File: src/rtl/data_req_ctrl.sv
// MEM-stage to SRAM-like data bus request controller with flush-driven silent completion.
// Optional DATA_REQ_PIPE_EN: allow a second request to issue while the first is still outstanding.
module data_req_ctrl (
    input  logic        clk,
    input  logic        reset,

    input  logic        ms_req_valid,
    input  logic        ms_req_ex,
    input  logic        ms_req_wr,
    input  logic [2:0]  ms_req_size,
    input  logic [3:0]  ms_req_wstrb,
    input  logic [31:0] ms_req_addr,
    input  logic [31:0] ms_req_wdata,
    output logic        ms_req_ready,

    input  logic        flush,
    output logic        ms_resp_valid,
    output logic [31:0] ms_resp_rdata,

    output logic        data_req,
    output logic        data_wr,
    output logic [2:0]  data_size,
    output logic [3:0]  data_wstrb,
    output logic [31:0] data_addr,
    output logic [31:0] data_wdata,
    input  logic        data_addr_ok,
    input  logic        data_data_ok,
    input  logic [31:0] data_rdata
);

    localparam int unsigned AW    = 32;
    localparam int unsigned DW    = 32;
    localparam int unsigned SW    = 3;
    localparam int unsigned BW    = 4;
    localparam int unsigned CW    = 2;
    localparam int unsigned DEPTH = 2;

`ifdef DATA_REQ_PIPE_EN
    localparam logic PIPE_EN = 1'b1;
`else
    localparam logic PIPE_EN = 1'b0;
`endif

    typedef enum logic [1:0] {
        IDLE = 2'd0,
        REQ  = 2'd1,
        WAIT = 2'd2
    } state_t;

    state_t state_q, state_d;

    logic          wr_q;
    logic [SW-1:0] size_q;
    logic [BW-1:0] wstrb_q;
    logic [AW-1:0] addr_q;
    logic [DW-1:0] wdata_q;

    logic             req_cancel_q, req_cancel_d;
    logic [CW-1:0]    count_q, count_d;
    logic [DEPTH-1:0] cancel_q, cancel_d;

    logic accept;
    logic issue;
    logic push;
    logic pop;

    // Acceptance window: IDLE always, WAIT only when pipelining has a free slot.
    always_comb begin
        ms_req_ready = 1'b0;
        if (!reset && !flush) begin
            case (state_q)
                IDLE:    ms_req_ready = 1'b1;
                WAIT:    ms_req_ready = PIPE_EN && (count_q < CW'(DEPTH));
                default: ms_req_ready = 1'b0;
            endcase
        end
    end

    assign accept = ms_req_valid & ms_req_ready;
    assign issue  = accept & ~ms_req_ex;
    assign push   = (state_q == REQ) & data_addr_ok;
    assign pop    = data_data_ok & (count_q != CW'(0));

    assign ms_resp_valid = pop & ~cancel_q[0] & ~flush;
    assign ms_resp_rdata = data_rdata;

    assign data_req   = (state_q == REQ);
    assign data_wr    = wr_q;
    assign data_size  = size_q;
    assign data_wstrb = wstrb_q;
    assign data_addr  = addr_q;
    assign data_wdata = wdata_q;

    // Outstanding tracker: entry 0 is oldest; pop shifts, flush marks live entries, push appends.
    always_comb begin
        cancel_d     = cancel_q;
        count_d      = count_q;
        req_cancel_d = req_cancel_q;

        if (pop) begin
            cancel_d = {1'b0, cancel_q[1]};
            count_d  = count_q - CW'(1);
        end

        if (flush) begin
            for (int i = 0; i < int'(DEPTH); i++) begin
                if (CW'(i) < count_d) cancel_d[i] = 1'b1;
            end
            if (state_q == REQ) req_cancel_d = 1'b1;
        end

        if (push) begin
            cancel_d[count_d[0]] = req_cancel_q | flush;
            count_d              = count_d + CW'(1);
            req_cancel_d         = 1'b0;
        end

        if (issue) req_cancel_d = 1'b0;
    end

    // Next-state logic.
    always_comb begin
        state_d = state_q;
        case (state_q)
            IDLE: begin
                if (issue) state_d = REQ;
            end
            REQ: begin
                if (data_addr_ok) state_d = WAIT;
            end
            WAIT: begin
                if (issue)                      state_d = REQ;
                else if (count_d == CW'(0))     state_d = IDLE;
            end
            default: state_d = IDLE;
        endcase
    end

    always_ff @(posedge clk) begin
        if (reset) begin
            state_q      <= IDLE;
            count_q      <= '0;
            cancel_q     <= '0;
            req_cancel_q <= 1'b0;
        end else begin
            state_q      <= state_d;
            count_q      <= count_d;
            cancel_q     <= cancel_d;
            req_cancel_q <= req_cancel_d;
        end
    end

    // Bus fields latched on issue and held through the REQ handshake.
    always_ff @(posedge clk) begin
        if (reset) begin
            wr_q    <= 1'b0;
            size_q  <= '0;
            wstrb_q <= '0;
            addr_q  <= '0;
            wdata_q <= '0;
        end else if (issue) begin
            wr_q    <= ms_req_wr;
            size_q  <= ms_req_size;
            wstrb_q <= ms_req_wstrb;
            addr_q  <= ms_req_addr;
            wdata_q <= ms_req_wdata;
        end
    end

endmodule

File: config.mk
export PLATFORM = sky130hd
export DESIGN_NAME = data_req_ctrl
export DESIGN_NICKNAME = d
export VERILOG_FILES = /design/src/rtl/data_req_ctrl.sv
export SDC_FILE = /design/constraint.sdc
export NUM_CORES = 1
export LEC_CHECK = 0
export CORE_UTILIZATION = 36
export DETAILED_ROUTE_END_ITERATION = 7
export PLACE_DENSITY = 0.85
export SYNTH_ARGS = -nofsm -noshare
export SYNTH_HDL_FRONTEND = slang
export SYNTH_SLANG_ARGS = --single-unit
export TNS_END_PERCENT = 5
File: constraint.sdc
create_clock -name clk -period 2.4 [get_ports clk]
set_clock_uncertainty 0.2 [all_clocks]
set_input_delay 0.36 -clock clk [delete_from_list [all_inputs] [get_ports clk]]
set_output_delay 0.36 -clock clk [all_outputs]
set_load 0.005 [all_outputs]
Yosys cells after proc, flatten, opt, wreduce, memory -nomap -nowiden
Index checks and enable logic that the tools add are counted.

storage, ports and cells
  logic and storage cells = 57
  output and inout port bits = 107
  bits in registers = 79

cells by class
  $lt $le $gt $ge = 4
  add/subtract/negate cells = 2
  multiplexer cells = 17
  equality and inequality tests = 5
  reductions and logical operators = 10
  bitwise operators = 10

operator list
  kind                   number
  $mux W2                9
  $and A1 B1 Y1          6
  $pmux W2 S3            1
  $mux W1                5
  $logic_not A2 Y1       2
  $lt A1 B2 Y1 const A   2
  $ne A3 B3 Y1 const B   1
  $not A1 Y1             3
  $reduce_and A3 Y1      1
  $reduce_or A3 Y1       1
  $add A2 B1 Y2 const B  1
  $bwmux W2              1
  $eq A2 B1 Y1 const B   1
  $eq A2 B2 Y1 const B   1
  $logic_and A1 B1 Y1    2
  $logic_not A1 Y1       2
  $lt A1 B2 Y1 const B   1
  $ne A2 B1 Y1 const B   1
  $ne A2 B2 Y1 const B   1
  $reduce_and A2 Y1      1
  $reduce_bool A2 Y1     1
  $sub A2 B1 Y2 const B  1
  $demux W1 S1           1
  $ge A1 B1 Y1 const B   1
  $or A1 B1 Y1           1

Logic depth before layout (Yosys ltp)
Gate-level depths: netlist of run 1.

  word-level depth = 9
  mapped depth = 8
  mapped depth without buffers = 8

Worst setup path after synthesis of run 1
No wires, ideal clock.

  path kind = register to register
  from = register count_q[0]
  to = register cancel_q[0]
  cell stages (with the launch flop) = 9
  buffers on the path = 0
  data arrival time = 1.654 ns
  setup slack = 0.455 ns
  cell sequence = dfxtp_1 > inv_1 > ha_1 > nor2b_1 > xnor2_1 > inv_1 > ha_1 > or2b_1 > a311oi_1

on the way
  word-level cells in the longest chain between the ends = 9
  elaborated cells on any way between the ends = 15
  classes of those cells = add/sub (1); order compare (3); mux (8); bitwise (1); reduce/logical (2)

ends and longest elaborated chain
  element                                                line  text
  start: declaration                                     59    logic [CW-1:0] count_q, count_d;
  start signal: assignment                               147   count_q <= count_d;
  branches (longest 8 deep; another with $sub A2 B1 Y2)  --
  $mux W2 (*)                                            112   if (push) begin
  end signal: assignment                                 148   cancel_q <= cancel_d;
  end: declaration                                       60    logic [DEPTH-1:0] cancel_q, cancel_d;

Mark *: on every way between the ends.
A chain may end at the register's enable or synchronous reset.

Worst setup path in the final report of run 1
Same ends and word-level chain as after synthesis.

==> results of run 1 <==
-- registers in the layout, summed over array words and instances, names as in the netlist --
signal	count
data_addr	32
data_wdata	32
data_wstrb	4
data_size	3
cancel_q	2
count_q	2
state_q	2
data_wr	1
req_cancel_q	1
-- cells in the mapped netlist (all sizes together) --
cell / count / area share, %
a211oi: 2 / 0.46
a21oi: 78 / 14
xnor2: 1 / 0.27
nand3: 2 / 0.31
and2: 1 / 0.19
clkbuf: 14 / 1.6
nand2: 147 / 17
buf: 43 / 12
inv: 3 / 0.35
a311oi: 1 / 0.27
or2b: 1 / 0.23
nor3b: 1 / 0.23
mux2i: 1 / 0.31
nand3b: 1 / 0.23
nor2: 3 / 0.35
dfxtp: 79 / 49
and2b: 1 / 0.23
ha: 2 / 0.77
nor2b: 1 / 0.19
nor4: 4 / 1.2
and3b: 1 / 0.27
nand2b: 2 / 0.38
nand4b: 1 / 0.27
nor3: 2 / 0.31
-- cell families (layout without fill, tap and decap cells) --
kind of cell    after synthesis  in the layout  share of synthesized area, %
mux                           1              1                         0.307
compound gates               81             81                          14.3
xor+xnor                      1              1                         0.269
simple gates                168            168                          21.4
flops                        79             79                          48.6
fa+ha+maj                     2              2                         0.768
buf+inv                      60            179                          14.4
-- per-layer routing --
metal,vias to the layer above,wire (microns)
li1,1458,-
met1,1362,3410
met2,123,4050
met3,22,641
met4,0,150
met5,-,0
-- report_power, final --
part / total, W / internal, W / leakage (nW) / switching (W)
sequential: 0.00137 / 0.00135 / 0.639 / 0.0000228
clock: 0.000997 / 0.000493 / 0.0982 / 0.000504
combinational: 0.000395 / 0.000231 / 0.885 / 0.000164
-- layout make-up --
type	instances	area (sq um)	area share (%)
Clock inverter	7	78.8	1.66
Tap cell	108	135	2.84
Inverter	3	11.3	0.237
Sequential cell	79	1580	33.3
Clock buffer	9	124	2.61
Timing Repair Buffer	160	1610	33.8
Multi-Input combinational cell	253	1210	25.6
-- critical path, cell delays in order, from the launching register on --
cell and delay [ns]:
dfxtp_1 0.34, inv_1 0.09, ha_1 0.24, nor2b_1 0.29
xnor2_2 0.19, inv_1 0.12, ha_1 0.20, or2b_1 0.22
a311oi_1 0.24
-- through the flow --
stage | cell area (sq um) | instances | util [%] | total power, W
floorplan | 3260 | 392 | - | 0.00161
global placement | 4540 | 603 | 52.1 | 0.00177
detailed placement | 4540 | 603 | 52.1 | 0.00179
CTS | 4740 | 619 | 54.4 | 0.00281
global route | 4750 | 619 | 54.5 | 0.00291
finish | 4750 | 619 | 54.5 | 0.00277
-- how the worst min path moves through the flow --
stage,from,endpoint,slack [ns],cells after the start
after global routing,data_wdata[20]$_SDFFE_PP0P_,data_wdata[20]$_SDFFE_PP0P_,0.28,2
after detailed placement,data_addr[26]$_SDFFE_PP0P_,data_addr[26]$_SDFFE_PP0P_,0.25,2
after floorplan,data_addr[0]$_SDFFE_PP0P_,data_addr[0]$_SDFFE_PP0P_,0.25,2
final,data_addr[23]$_SDFFE_PP0P_,data_addr[23]$_SDFFE_PP0P_,0.25,2
after CTS,data_addr[26]$_SDFFE_PP0P_,data_addr[26]$_SDFFE_PP0P_,0.26,2
after global placement,data_addr[23]$_SDFFE_PP0P_,data_addr[23]$_SDFFE_PP0P_,0.24,2
-- layout by cell type (no fill, tap or decap), types with 2 or more instances in the layout --
| master | count |
|---|---|
| inv_1 | 3 |
| inv_6 | 2 |
| nor4_1 | 3 |
| dfxtp_1 | 79 |
| a21oi_1 | 64 |
| nand3_1 | 2 |
| clkinvlp_4 | 2 |
| buf_4 | 5 |
| a21oi_2 | 14 |
| nand2b_1 | 2 |
| ha_1 | 2 |
| nand2_1 | 147 |
| buf_12 | 2 |
| a211oi_1 | 2 |
| clkbuf_8 | 9 |
| nor3_1 | 2 |
| clkdlybuf4s50_1 | 151 |
| nor2_1 | 3 |
-- timing repair --
item / CTS / global route
setup buffers: 0 / 0
setup endpoints to repair: 0 / 2
gates resized for setup: 0 / 2
hold endpoints to repair: 0 / 0
==> results_dict.tcl, run 1 <==
set metrics [dict create \
    termination_of_the_worst_setup_path "cancel_q[0]$_SDFF_PP0_" \
    grt_max_degree 80 \
    drt_drc_violations_left 0 \
    worstReg2RegStart "count_q[0]$_SDFF_PP0_" \
    slew_at_the_pin_with_the_worst_max_slew_slack_ns 0.906 \
    sequential_area_share_after_synthesis_pct 48.6 \
    cts.sinks 79 \
    report.final.slew_viol_count 0 \
    setup_repair_after_global_routing_missed_its_margin "false" \
    postRouteWirelength_mm 8.25 \
    finalSetupViolations 0 \
    crit-reg2reg-capture "cancel_q[0]$_SDFF_PP0_" \
    top_usage_layer "met2" \
    root_buffer "clkbuf_8" \
    synth_cell_area_sq_um 3260 \
    cts_max_path_buffers 2 \
    vias_in_the_first_global_route 2960 \
    setup-tns-final_ns 0 \
    worst_case_setup_margin_in_the_final_layout_ns 0.185 \
    grt_antenna_before_repair 0 \
    tot_gr_track_use_pct 17.4 \
    syn2layout_area_growth_pct 45.9 \
    gp_congestion 0.815 \
    status "finished, final reports clean" \
    worst_skew_pair.late_latency_ns 0.33 \
    grt_use_met1_pct 19.9 \
    place_worst_setup_slack_ns 0.00518 \
    max_freq_ghz 0.451 \
    cts_max_level 3 \
    rrSetupSlack_ns 0.18 \
    synth-seq-cells 79 \
    end_kind "flip-flop" \
    die_y_microns 97.1 \
    hold_buffers 0 \
    drive_above_1_share_pct 8.02 \
    number_of_nets_in_the_layout 619 \
    std_cell_rows 34 \
    start_kind "flip-flop" \
    globalRoute.totalOverflow 0 \
    grt_use_met3_pct 6.33 \
    worstPathRequired_ns 2.45 \
    die-area_sq_um 9430 \
    crit_arrival_ns 2.26 \
    die_width_microns 97.1 \
    start_util_pct 37.3 \
    clock_tree_from_tritoncts "built" \
    irDropWorstVdd_v 0.000265 \
    detail_route.first_pass.iterations 5 \
    grt.met2_usage_pct 30.0 \
    period_share_pct 92.3 \
    crit_fanout 4 \
    synth.yosys.warnings 0 \
    timing.max_cap.violations 0 \
    ioPinCount 218 \
    worst_slew_slack_as_a_fraction_of_its_limit_pct 39.6 \
    layout.filler_cells 788 \
    dr_total_vias 2965 \
    min_period_ns 2.22 \
    cellLeakagePower_nw 1.62 \
    cts_inserted_buffers 9 \
    cts.reportedPaths.clkPinSlew_ns 0.09 \
    timing.setup.critical_path_class "flip-flop to flip-flop" \
    worst_r2r_path_depth 8 \
    min_path_type "flip-flop to flip-flop" \
    drt-vias-per-instance 4.79 \
    detailedRoute.firstIterationViolations 121 \
    portBuffers 153 \
    report.final.hold_viol_count 0 \
    power_density_nw_per_um2 582 \
    detail_route.wl_per_cell_microns 13.3 \
    worst_setup_path_startpoint "count_q[0]$_SDFF_PP0_" \
    core-area_sq_um 8720 \
    synth_cell_types 30 \
    synth.net_count 505 \
    timing.hold.ws_ns 0.253 \
    synthesis.area_per_instance_sq_um 8.31 \
    synthesis.instances 392 \
    dp.final_hpwl_mm 5.84 \
    antenna-diode-count 0 \
    first_pass_grt_wire_length_mm 13.6 \
    ant_nets 0 \
]
Power figures use the tool's default switching activity.
==> run 2: changes to the inputs <==
--- a/config.mk
+++ b/config.mk
@@ -7,6 +7,7 @@
 export LEC_CHECK = 0
 export CORE_UTILIZATION = 36
 export DETAILED_ROUTE_END_ITERATION = 7
+export HOLD_SLACK_MARGIN = 0.06
 export PLACE_DENSITY = 0.85
 export SYNTH_ARGS = -nofsm -noshare
 export SYNTH_HDL_FRONTEND = slang
==> results of run 2 <==
Same layout as run 1: the final DEF is identical, and so are final timing and power.
==> run 3: changes to the inputs <==
--- a/config.mk
+++ b/config.mk
@@ -5,10 +5,12 @@
 export SDC_FILE = /design/constraint.sdc
 export NUM_CORES = 1
 export LEC_CHECK = 0
+export CORE_MARGIN = 1.5
 export CORE_UTILIZATION = 36
 export DETAILED_ROUTE_END_ITERATION = 7
 export HOLD_SLACK_MARGIN = 0.06
 export PLACE_DENSITY = 0.85
+export SLEW_MARGIN = 20
 export SYNTH_ARGS = -nofsm -noshare
 export SYNTH_HDL_FRONTEND = slang
 export SYNTH_SLANG_ARGS = --single-unit
==> run 3 against run 2 <==
Highest routed layer unchanged; non-clock buffer count decreased by 1; via count decreased by 1.8%; largest cell class unchanged; worst hold slack improved by 0.00091 ns; total power decreased by 4.0%; fmax decreased by 2.7%; final cell count decreased by 0.16%.
==> results_dict.tcl, run 3 (synthesis results as in run 1) <==
set metrics [dict create \
    status "finished, final reports clean" \
    ant_nets 0 \
    final-instance-count-excl-fill 618 \
    timing.setup.critical_path_class "input port to primary output" \
    report.final.slew_viol_count 0 \
    vias_in_the_first_global_route 2828 \
    critical-path-slowest-cell "clkdlybuf4s50_1" \
    worstPathRequired_ns 1.84 \
    die-area_sq_um 9630 \
    period_share_pct 94.9 \
    layout_common_cells "clkdlybuf4s50_1 (151), nand2_1 (147), dfxtp_1 (79)" \
    post-cts-setup-buffer-count 0 \
    worst_skew_pair.late_latency_ns 0.34 \
    cts.sinks 79 \
    mostFrequentLayoutCell "clkdlybuf4s50_1" \
    core-area_sq_um 8760 \
    dr_total_vias 2913 \
    drt-vias-per-instance 4.71 \
    cts_max_path_buffers 2 \
    power_density_nw_per_um2 564 \
    end_kind "primary output" \
    ioPinCount 218 \
    min_period_ns 2.28 \
    root_buffer "clkbuf_8" \
    layout.filler_cells 793 \
    cts_resized 4 \
    timing.hold.ws_ns 0.254 \
    grt_antenna_before_repair 0 \
    cts.reportedPaths.clkPinSlew_ns 0.08 \
    detailedRoute.firstIterationViolations 72 \
    timing.max_cap.violations 0 \
    detail_route.wl_per_cell_microns 13.8 \
    cts_max_level 3 \
    layout.area.seq_sq_um 1580 \
    number_of_nets_in_the_layout 618 \
    overall_power_after_layout_w 0.00266 \
    die_width_microns 98.1 \
    drt_drc_violations_left 0 \
    worst_path_most_repeated_cell "clkdlybuf4s50_1" \
    cellLeakagePower_nw 1.59 \
    dp.final_hpwl_mm 5.99 \
    drive_above_1_share_pct 8.04 \
    postLayoutCoreUtil_pct 53.8 \
    start_kind "input port" \
    postRouteWirelength_mm 8.50 \
    detail_route.first_pass.iterations 4 \
    crit_arrival_ns 1.72 \
    antenna-diode-count 0 \
    cts_inserted_buffers 9 \
    portBuffers 153 \
    tot_gr_track_use_pct 17.6 \
    worst_slew_slack_as_a_fraction_of_its_limit_pct 39.7 \
    area_used_by_multi_input_combinational_logic_sq_um 1220 \
    hold_buffers 0 \
    max_freq_ghz 0.439 \
    first_pass_grt_wire_length_mm 13.6 \
    die_y_microns 98.1 \
    report.final.hold_viol_count 0 \
    start_util_pct 37.2 \
    min_path_type "flip-flop to flip-flop" \
    place.detailed.instances 602 \
    max_stage_delay_ns 0.54 \
    setup_repair_after_global_routing_missed_its_margin "false" \
    finalSetupViolations 0 \
    crit_fanout 4 \
    globalRoute.totalOverflow 0 \
    slew_at_the_pin_with_the_worst_max_slew_slack_ns 0.905 \
    crit_path_cell_trace "clkdlybuf4s50_1 > nor4_4 > clkdlybuf4s50_1" \
    clock_tree_from_tritoncts "built" \
    syn2layout_area_growth_pct 44.6 \
    std_cell_rows 34 \
    grt_max_degree 80 \
    irDropWorstVdd_v 0.000329 \
    gp_congestion 0.802 \
]
-- run 3: power breakdown --
part / internal, W / switching (W) / total (W)
Clock: 0.000386 / 0.000507 / 0.000893
Combinational: 0.000227 / 0.000160 / 0.000387
Sequential: 0.00135 / 0.0000249 / 0.00138
-- run 3: per-stage QoR --
step / cell area [sq um] / setup TNS [ns] / setup WS (ns)
floorplan: 3260 / 0 / 0.455
detailed placement: 4520 / -0.0290 / -0.0290
global placement: 4520 / 0 / 0.102
CTS: 4710 / 0 / 0.127
finish: 4710 / 0 / 0.123
global route: 4710 / 0 / 0.00665
-- run 3: area by class of cell --
| class | instances | area share [%] |
|---|---|---|
| repair buffers | 159 | 33.6 |
| flip-flops and latches | 79 | 33.6 |
| multi-input cells | 253 | 25.9 |
| well taps | 108 | 2.87 |
| clock buffers | 9 | 2.63 |
| clock inverters | 7 | 1.20 |
| inverters | 3 | 0.239 |
-- run 3: critical path, delay by kind of cell --
kind / cells / cell delay (ns)
simple gates: 1 / 0.28
buf+inv: 2 / 1.07
-- run 3: worst paths after layout --
| kind | end | start | slack [ns] | depth (start not counted) |
|---|---|---|---|---|
| setup / recovery | ms_req_ready | flush | 0.12 | 3 |
| hold / removal | data_wdata[23]$_SDFFE_PP0P_ | data_wdata[23]$_SDFFE_PP0P_ | 0.25 | 2 |
| setup reg to reg | cancel_q[0]$_SDFF_PP0_ | count_q[0]$_SDFF_PP0_ | 0.17 | 8 |
| hold reg to reg | data_wdata[23]$_SDFFE_PP0P_ | data_wdata[23]$_SDFFE_PP0P_ | 0.25 | 2 |
-- run 3: per-layer routing --
layer  vias to the layer above  part of all wire, %  track usage (%)
li1                       1457                    -                -
met4                         0                  1.8             6.59
met2                       115                   51             31.7
met1                      1324                   40             19.6
met5                         -                    0                0
met3                        17                  7.7             5.08
